--- config.mk ---
export PLATFORM = sky130hd
export DESIGN_NAME = shift_result_stage
export DESIGN_NICKNAME = d
export VERILOG_FILES = /design/src/rtl/shift_result_stage.sv
export SDC_FILE = /design/constraint.sdc
export NUM_CORES = 1
export LEC_CHECK = 0
export ABC_AREA = 1
export CAP_MARGIN = 20
export CORE_AREA = 2 2 123 77
export DETAILED_ROUTE_END_ITERATION = 10
export DIE_AREA = 0 0 125 79
export GPL_ROUTABILITY_DRIVEN = 0
export PLACE_DENSITY = 0.79
export SLEW_MARGIN = 40
export SYNTH_ARGS = -nofsm -noshare
export SYNTH_HDL_FRONTEND = slang
export SYNTH_SLANG_ARGS = --single-unit
export TNS_END_PERCENT = 50
--- constraint.sdc ---
create_clock -name clk -period 2.3 [get_ports clk]
set_input_delay 0.46 -clock clk [delete_from_list [all_inputs] [get_ports clk]]
set_output_delay 0.46 -clock clk [all_outputs]
set_load 0.01 [all_outputs]
--- src/rtl/shift_result_stage.sv ---
// shift_result_stage
// Registered output stage behind the 32-bit barrel left shifter. It captures the
// shifter result and derives the zero, negative and carry-out flags. A 2-entry
// skid buffer holds them behind a valid/ready handshake, so a writeback stall
// never loses or repeats a result.

module shift_result_stage #(
  parameter int DATA_W  = 32,
  parameter int SHAMT_W = 5,
  parameter int CNT_W   = 16
) (
  input  logic               clk,
  input  logic               rst_n,
  input  logic               in_valid,
  output logic               in_ready,
  input  logic [DATA_W-1:0]  in_result,
  input  logic [DATA_W-1:0]  in_a,
  input  logic [SHAMT_W-1:0] in_shamt,
  output logic               out_valid,
  input  logic               out_ready,
  output logic [DATA_W-1:0]  out_result,
  output logic               out_zero,
  output logic               out_neg,
  output logic               out_carry,
  output logic [CNT_W-1:0]   out_count
);

  typedef enum logic [1:0] {
    EMPTY = 2'd0,
    ONE   = 2'd1,
    FULL  = 2'd2
  } state_e;

  state_e              state_q;
  logic                inReady_q;
  logic                outValid_q;

  logic [DATA_W-1:0]   mResult_q;
  logic                mZero_q;
  logic                mNeg_q;
  logic                mCarry_q;

  logic [DATA_W-1:0]   sResult_q;
  logic                sZero_q;
  logic                sNeg_q;
  logic                sCarry_q;

  logic [CNT_W-1:0]    count_q;

  logic                accept;
  logic                deliver;
  logic [SHAMT_W-1:0]  carryIdx;
  logic                newZero;
  logic                newNeg;
  logic                newCarry;

  // Handshake events and the flags for the incoming entry. The carry is the last
  // bit of a pushed out of the word. That bit sits at index DATA_W - shamt.
  // DATA_W is a power of two, so this index equals -shamt modulo DATA_W.
  // A zero shift leaves no bit shifted out, so the flag is forced low in that case.
  always_comb begin
    accept   = in_valid & inReady_q;
    deliver  = outValid_q & out_ready;
    carryIdx = SHAMT_W'(DATA_W) - in_shamt;
    newZero  = (in_result == '0);
    newNeg   = in_result[DATA_W-1];
    newCarry = (in_shamt == '0) ? 1'b0 : in_a[carryIdx];
  end

  // Skid-buffer state machine. M drives the outputs and S catches the entry that
  // arrives while M is stalled. in_ready is registered from the next state, so it
  // never depends combinationally on out_ready.
  always_ff @(posedge clk) begin
    if (!rst_n) begin
      state_q    <= EMPTY;
      inReady_q  <= 1'b1;
      outValid_q <= 1'b0;
      mResult_q  <= '0;
      mZero_q    <= 1'b0;
      mNeg_q     <= 1'b0;
      mCarry_q   <= 1'b0;
      sResult_q  <= '0;
      sZero_q    <= 1'b0;
      sNeg_q     <= 1'b0;
      sCarry_q   <= 1'b0;
    end else begin
      case (state_q)
        EMPTY: begin
          if (accept) begin
            mResult_q  <= in_result;
            mZero_q    <= newZero;
            mNeg_q     <= newNeg;
            mCarry_q   <= newCarry;
            state_q    <= ONE;
            outValid_q <= 1'b1;
            inReady_q  <= 1'b1;
          end
        end
        ONE: begin
          if (accept && deliver) begin
            mResult_q <= in_result;
            mZero_q   <= newZero;
            mNeg_q    <= newNeg;
            mCarry_q  <= newCarry;
          end else if (accept) begin
            sResult_q <= in_result;
            sZero_q   <= newZero;
            sNeg_q    <= newNeg;
            sCarry_q  <= newCarry;
            state_q   <= FULL;
            inReady_q <= 1'b0;
          end else if (deliver) begin
            state_q    <= EMPTY;
            outValid_q <= 1'b0;
          end
        end
        FULL: begin
          if (deliver) begin
            mResult_q <= sResult_q;
            mZero_q   <= sZero_q;
            mNeg_q    <= sNeg_q;
            mCarry_q  <= sCarry_q;
            state_q   <= ONE;
            inReady_q <= 1'b1;
          end
        end
        default: begin
          state_q    <= EMPTY;
          inReady_q  <= 1'b1;
          outValid_q <= 1'b0;
        end
      endcase
    end
  end

  // Count completed output handshakes. The counter wraps naturally at 2^CNT_W.
  always_ff @(posedge clk) begin
    if (!rst_n) begin
      count_q <= '0;
    end else if (deliver) begin
      count_q <= count_q + CNT_W'(1);
    end
  end

  assign in_ready   = inReady_q;
  assign out_valid  = outValid_q;
  assign out_result = mResult_q;
  assign out_zero   = mZero_q;
  assign out_neg    = mNeg_q;
  assign out_carry  = mCarry_q;
  assign out_count  = count_q;

endmodule
* Word-level counts from Yosys, hierarchy flattened *
Index checks and enable logic that the tools add are counted.

storage, ports and cells
  register bits after elaboration = 90
  bits of input ports = 73
  output and inout bits = 53
  word-level logic and storage cells = 73

operators by class
  add/sub/neg operators = 2
  $lt $le $gt $ge = 1
  equality and inequality tests = 10
  multiplexer cells = 34
  bitwise operators = 4
  reduce and logical (&&, ||, !) cells = 10

operator list
  operator                 count
  $mux W32                 3
  $pmux W32 S3             1
  $logic_not A32 Y1        1
  $mux W1                  18
  $add A16 B1 Y16 const B  1
  $pmux W1 S3              5
  $ne A2 B2 Y1 const B     7
  $reduce_and A4 Y1        3
  $mux W2                  5
  $lt A5 B6 Y1 const B     1
  $pmux W2 S3              1
  $bmux W1 S5              1
  $logic_not A5 Y1         1
  $reduce_and A5 Y1        1
  $sub A1 B5 Y5 const A    1
  $ne A3 B3 Y1 const B     1
  $reduce_and A3 Y1        1
  $reduce_bool A3 Y1       1
  $and A1 B1 Y1            2
  $eq A2 B1 Y1 const B     1
  $eq A2 B2 Y1 const B     1
  $logic_not A2 Y1         1
  $not A1 Y1               2
  $logic_and A1 B1 Y1      1

* Longest topological paths before layout *
  depth in word-level cells = 6
  depth in mapped cells = 12
  depth with buffers taken out = 10

* Worst setup path before layout *
OpenSTA, ideal clock, no wires.

  path type = input to register
  start = in in_shamt[0]
  end = reg mCarry_q, in the netlist out_carry
  library setup time = 119 ps
  data arrival time = 1895 ps
  required time = 2181 ps
  setup slack = 286 ps
  stages on the path = 12
  path buffers = 3
  path through = buf_2 -> inv_2 -> buf_2 -> ha_1 -> clkbuf_1 -> nor2_1 -> o21ai_0 -> nand3_1 -> nand3_1 -> nand3_1 -> nand4_1 -> a21oi_1

on the way
  word-level cells in the longest chain between the ends = 6
  elaborated cells on any way between the ends = 8
  those cells by class = add/sub: 1; mux: 6; reduce/logical: 1

RTL lines
  element                            line     RTL
  start, declared                    18       input logic [SHAMT_W-1:0] in_shamt,
  $sub A1 B5 Y5                      64       carryIdx = SHAMT_W'(DATA_W) - in_shamt;
  $bmux W1 S5                        67       newCarry = (in_shamt == '0) ? 1'b0 : in_a[carryIdx];
  $mux W1 (not written as such)      67
  $mux W1 (*)                        67
  $mux W1, on equally long branches  100, 89
  $pmux W1 S3 (*)                    87       case (state_q)
  end signal, assigned               93       mCarry_q <= newCarry;
  end signal, assigned               104      mCarry_q <= newCarry;
  end signal, assigned               122      mCarry_q <= sCarry_q;
  end, declared                      41       logic mCarry_q;

Every way passes the cells marked *; elsewhere a longest branch is shown, timed or not. The select of a mux whose other input is x is not followed.
A chain may end at the register's enable or synchronous reset.

* Worst setup path after layout *
Ends and elaborated chain as after synthesis.

==> impl_metrics.yaml <==
sta:
  fin_tns_setup_ps: 0
  period_minus_slack_ps: 2020
  finalHoldViolCount: 0
  rsz0062_at_grt: "no"
  max_freq_mhz: 496
  fin_skew_ps: 6.75
  tightest_slew_ps: 615
  final_max_slew_viol_count: 0
  hold_slack_ps: 469
  relSlewSlack_pct: 58.6
  setup_viol: 0
  period_share_pct: 87.7
  postLayoutSetupSlackWorst_ps: 283
layout:
  nNetsFinal: 768
  drive_gt1_share_pct: 6.31
  utilization_pct: 64.4
  finalNonFillerCells: 813
  num_antenna_cells: 0
  final_common_cell: "nand2_1"
  syn_to_final_growth_pct: 41.6
  design_area_um2: 5700
  layout_common_cells: "nand2_1 (189), clkdlybuf4s50_1 (125), dfxtp_1 (88), a21oi_1 (48), o21ai_0 (44)"
power_and_ir_drop:
  power_frac_comb_pct: 34.2
  pwr-share-clk_pct: 27.3
  p_switching_mw: 1.72
  p_leak_nw: 2.25
  max-vdd-ir-drop_uv: 568
  p_int_mw: 3.60
  power_frac_seq_pct: 38.4
  p_per_area_nw_per_um2: 932
  p_total_mw: 5.31
  p_sw_share_pct: 32.3
global_routing:
  antenna_found_initial: 0
  grt_usage_pct: 24.4
  grt_start_max_net_pins: 47
  grt_pass1_wl_mm: 19.5
  grt_overflow: 0
  grt_pass1_vias: 4063
floorplanning:
  die_x_um: 125
  start_util_pct: 45.5
  core-area_um2: 8850
  die_area_um2: 9880
  ioPinCount: 126
  num_rows: 27
  die_h_um: 79
routing:
  via_per_inst: 5.41
  drt_iter0_markers: 388
  wl_mm: 11.9
  wire_per_inst_um: 14.7
  drc: 0
  dr_total_vias: 4400
  ant_nets: 0
  firstDrtPassIters: 5
critical_path:
  cp-start-kind: "primary input"
  cp_top_family: "buffers and inverters"
  critical_path.max_stage_delay_ps: 500
  end_kind: "flip-flop"
  critPathMaxFanout: 6
  path_cells: "clkdlybuf4s50_1 -> inv_2 -> ha_1 -> inv_1 -> nor2_1 -> o21ai_0 -> nand3_1 -> nand3_1 -> nand3_1 -> nand4_1 -> a21oi_1"
  cp.arrival_ps: 2280
  crit_buf_inv: 3
  crit_top_cell: "nand3_1"
  path_class: "primary input to flip-flop"
  cp_data_required_time_ps: 2560
  worst_path_max_delay_cell: "clkdlybuf4s50_1"
placed_design:
  place_inst: 797
  io_buffers: 125
  detailed_place_hpwl_mm: 8.55
  placed_cell_area_um2: 5400
  dp_slack_ps: 8.29
yosys:
  synth_top_cell_by_area: "dfxtp_1"
  synth.distinct_cells: 34
  yosysSeqAreaShare_pct: 43.7
  syn_nets: 651
  synth.top_cell.area_share_pct: 43.7
  ys_ff_latch: 88
  async_flop_share_pct: 0
  synth-edff-count: 0
  synthTopCellsByArea: "dfxtp_1 (44%), nand2_1 (18%), a21oi_1 (6.0%), o21ai_0 (5.5%), a31oi_1 (5.0%)"
  ys.warnings.count: 0
  synthesis.area_um2: 4030
  synth_cells: 575
  synth.avg_cell_area_um2: 7.00
  synthFlopType: "dfxtp_1"
clocking:
  htreeDepth: 3
  root_buffer: "clkbuf_16"
  clkSlewWorstSetupHoldPaths_ps: 60
  cts_max_path_buffers: 2
  cts_resized: 0
  postCtsSetupBuffers: 0
  cts_sinks: 88
  cts_tree: "done"
  ctsHoldBuffers: 0
  numCtsBuffers: 9
  clock_latency_ps: 340
job:
  cap_violations: 0
status:
  status: "complete, no violations"
worst_hold_path:
  hp-class: "flip-flop to flip-flop"
==> area by class of cell <==
type,instances,area (um^2)
Fill cell,740,3150
Multi-Input combinational cell,413,1950
Sequential cell,88,1760
Timing Repair Buffer,139,1390
Clock buffer,11,243
Inverter,41,154
Tap cell,116,145
Clock inverter,5,56.3
==> power by group through the flow <==
stage               clock, mW  combinational (mW)  sequential (mW)
floorplan                   0               0.823             2.13
global placement            0                1.75             2.05
detailed placement          0                1.80             2.06
CTS                      1.48                1.81             2.04
global route             1.53                1.99             2.08
finish                   1.45                1.82             2.04
==> layer usage <==
metal	GRT usage (%)	share of wire, %
met4	6.67	1.7
met1	32.6	45
met3	6.81	8.8
met2	39.0	45
met5	0	0
==> sequential cells by signal, indices dropped and copies added, names as in the netlist <==
name	flops
in_ready	1
out_carry	1
out_count	16
out_neg	1
out_result	31
out_valid	1
out_zero	1
sCarry_q	1
sNeg_q	1
sResult_q	31
sZero_q	1
state_q	2
==> worst reg2reg max path, cell delays in order (launching register included) <==
cell and delay [ps]:
dfxtp_1 380, inv_1 100, nor2_4 330, nand2_1 130, nand2_1 140, inv_2 50, nand2_2 70, inv_2 100
buf_12 180, o21ai_0 200, a31oi_1 60
==> cell usage after synthesis, types with 2 or more instances <==
cell,n
nand3_1,26
nand4_1,6
nand2_1,189
nor3b_1,2
inv_2,5
nor2_1,28
buf_6,2
clkinv_1,2
xor2_1,4
nor3_1,2
buf_4,4
dfxtp_1,88
nor4_1,7
inv_1,34
o21ai_1,4
a21oi_1,48
o21ai_0,44
nor2_2,3
buf_2,7
clkbuf_1,20
o31ai_1,2
ha_1,3
a31oi_1,32
nand2_2,3
==> logic make-up (layout without fill, tap and decap cells) <==
logic type,Yosys count,count (layout),share of synthesized area (%)
xor gates and xnor gates,5,5,1.09
and+or+nand+nor,270,270,28.1
buffers and inverters,74,196,7.86
AOI/OAI and AO/OA,135,135,18.3
adders and majority gates,3,3,0.932
DFF,88,88,43.7
==> final timing paths <==
kind               endpoint         start  slack (ps)  depth (start not counted)
max               out_carry   in_shamt[0]         280                         11
min            sResult_q[6]  sResult_q[6]         470                          2
max reg2reg  out_result[26]    state_q[1]         430                         10
min reg2reg    sResult_q[6]  sResult_q[6]         470                          2
Power figures use the tool's default switching activity.
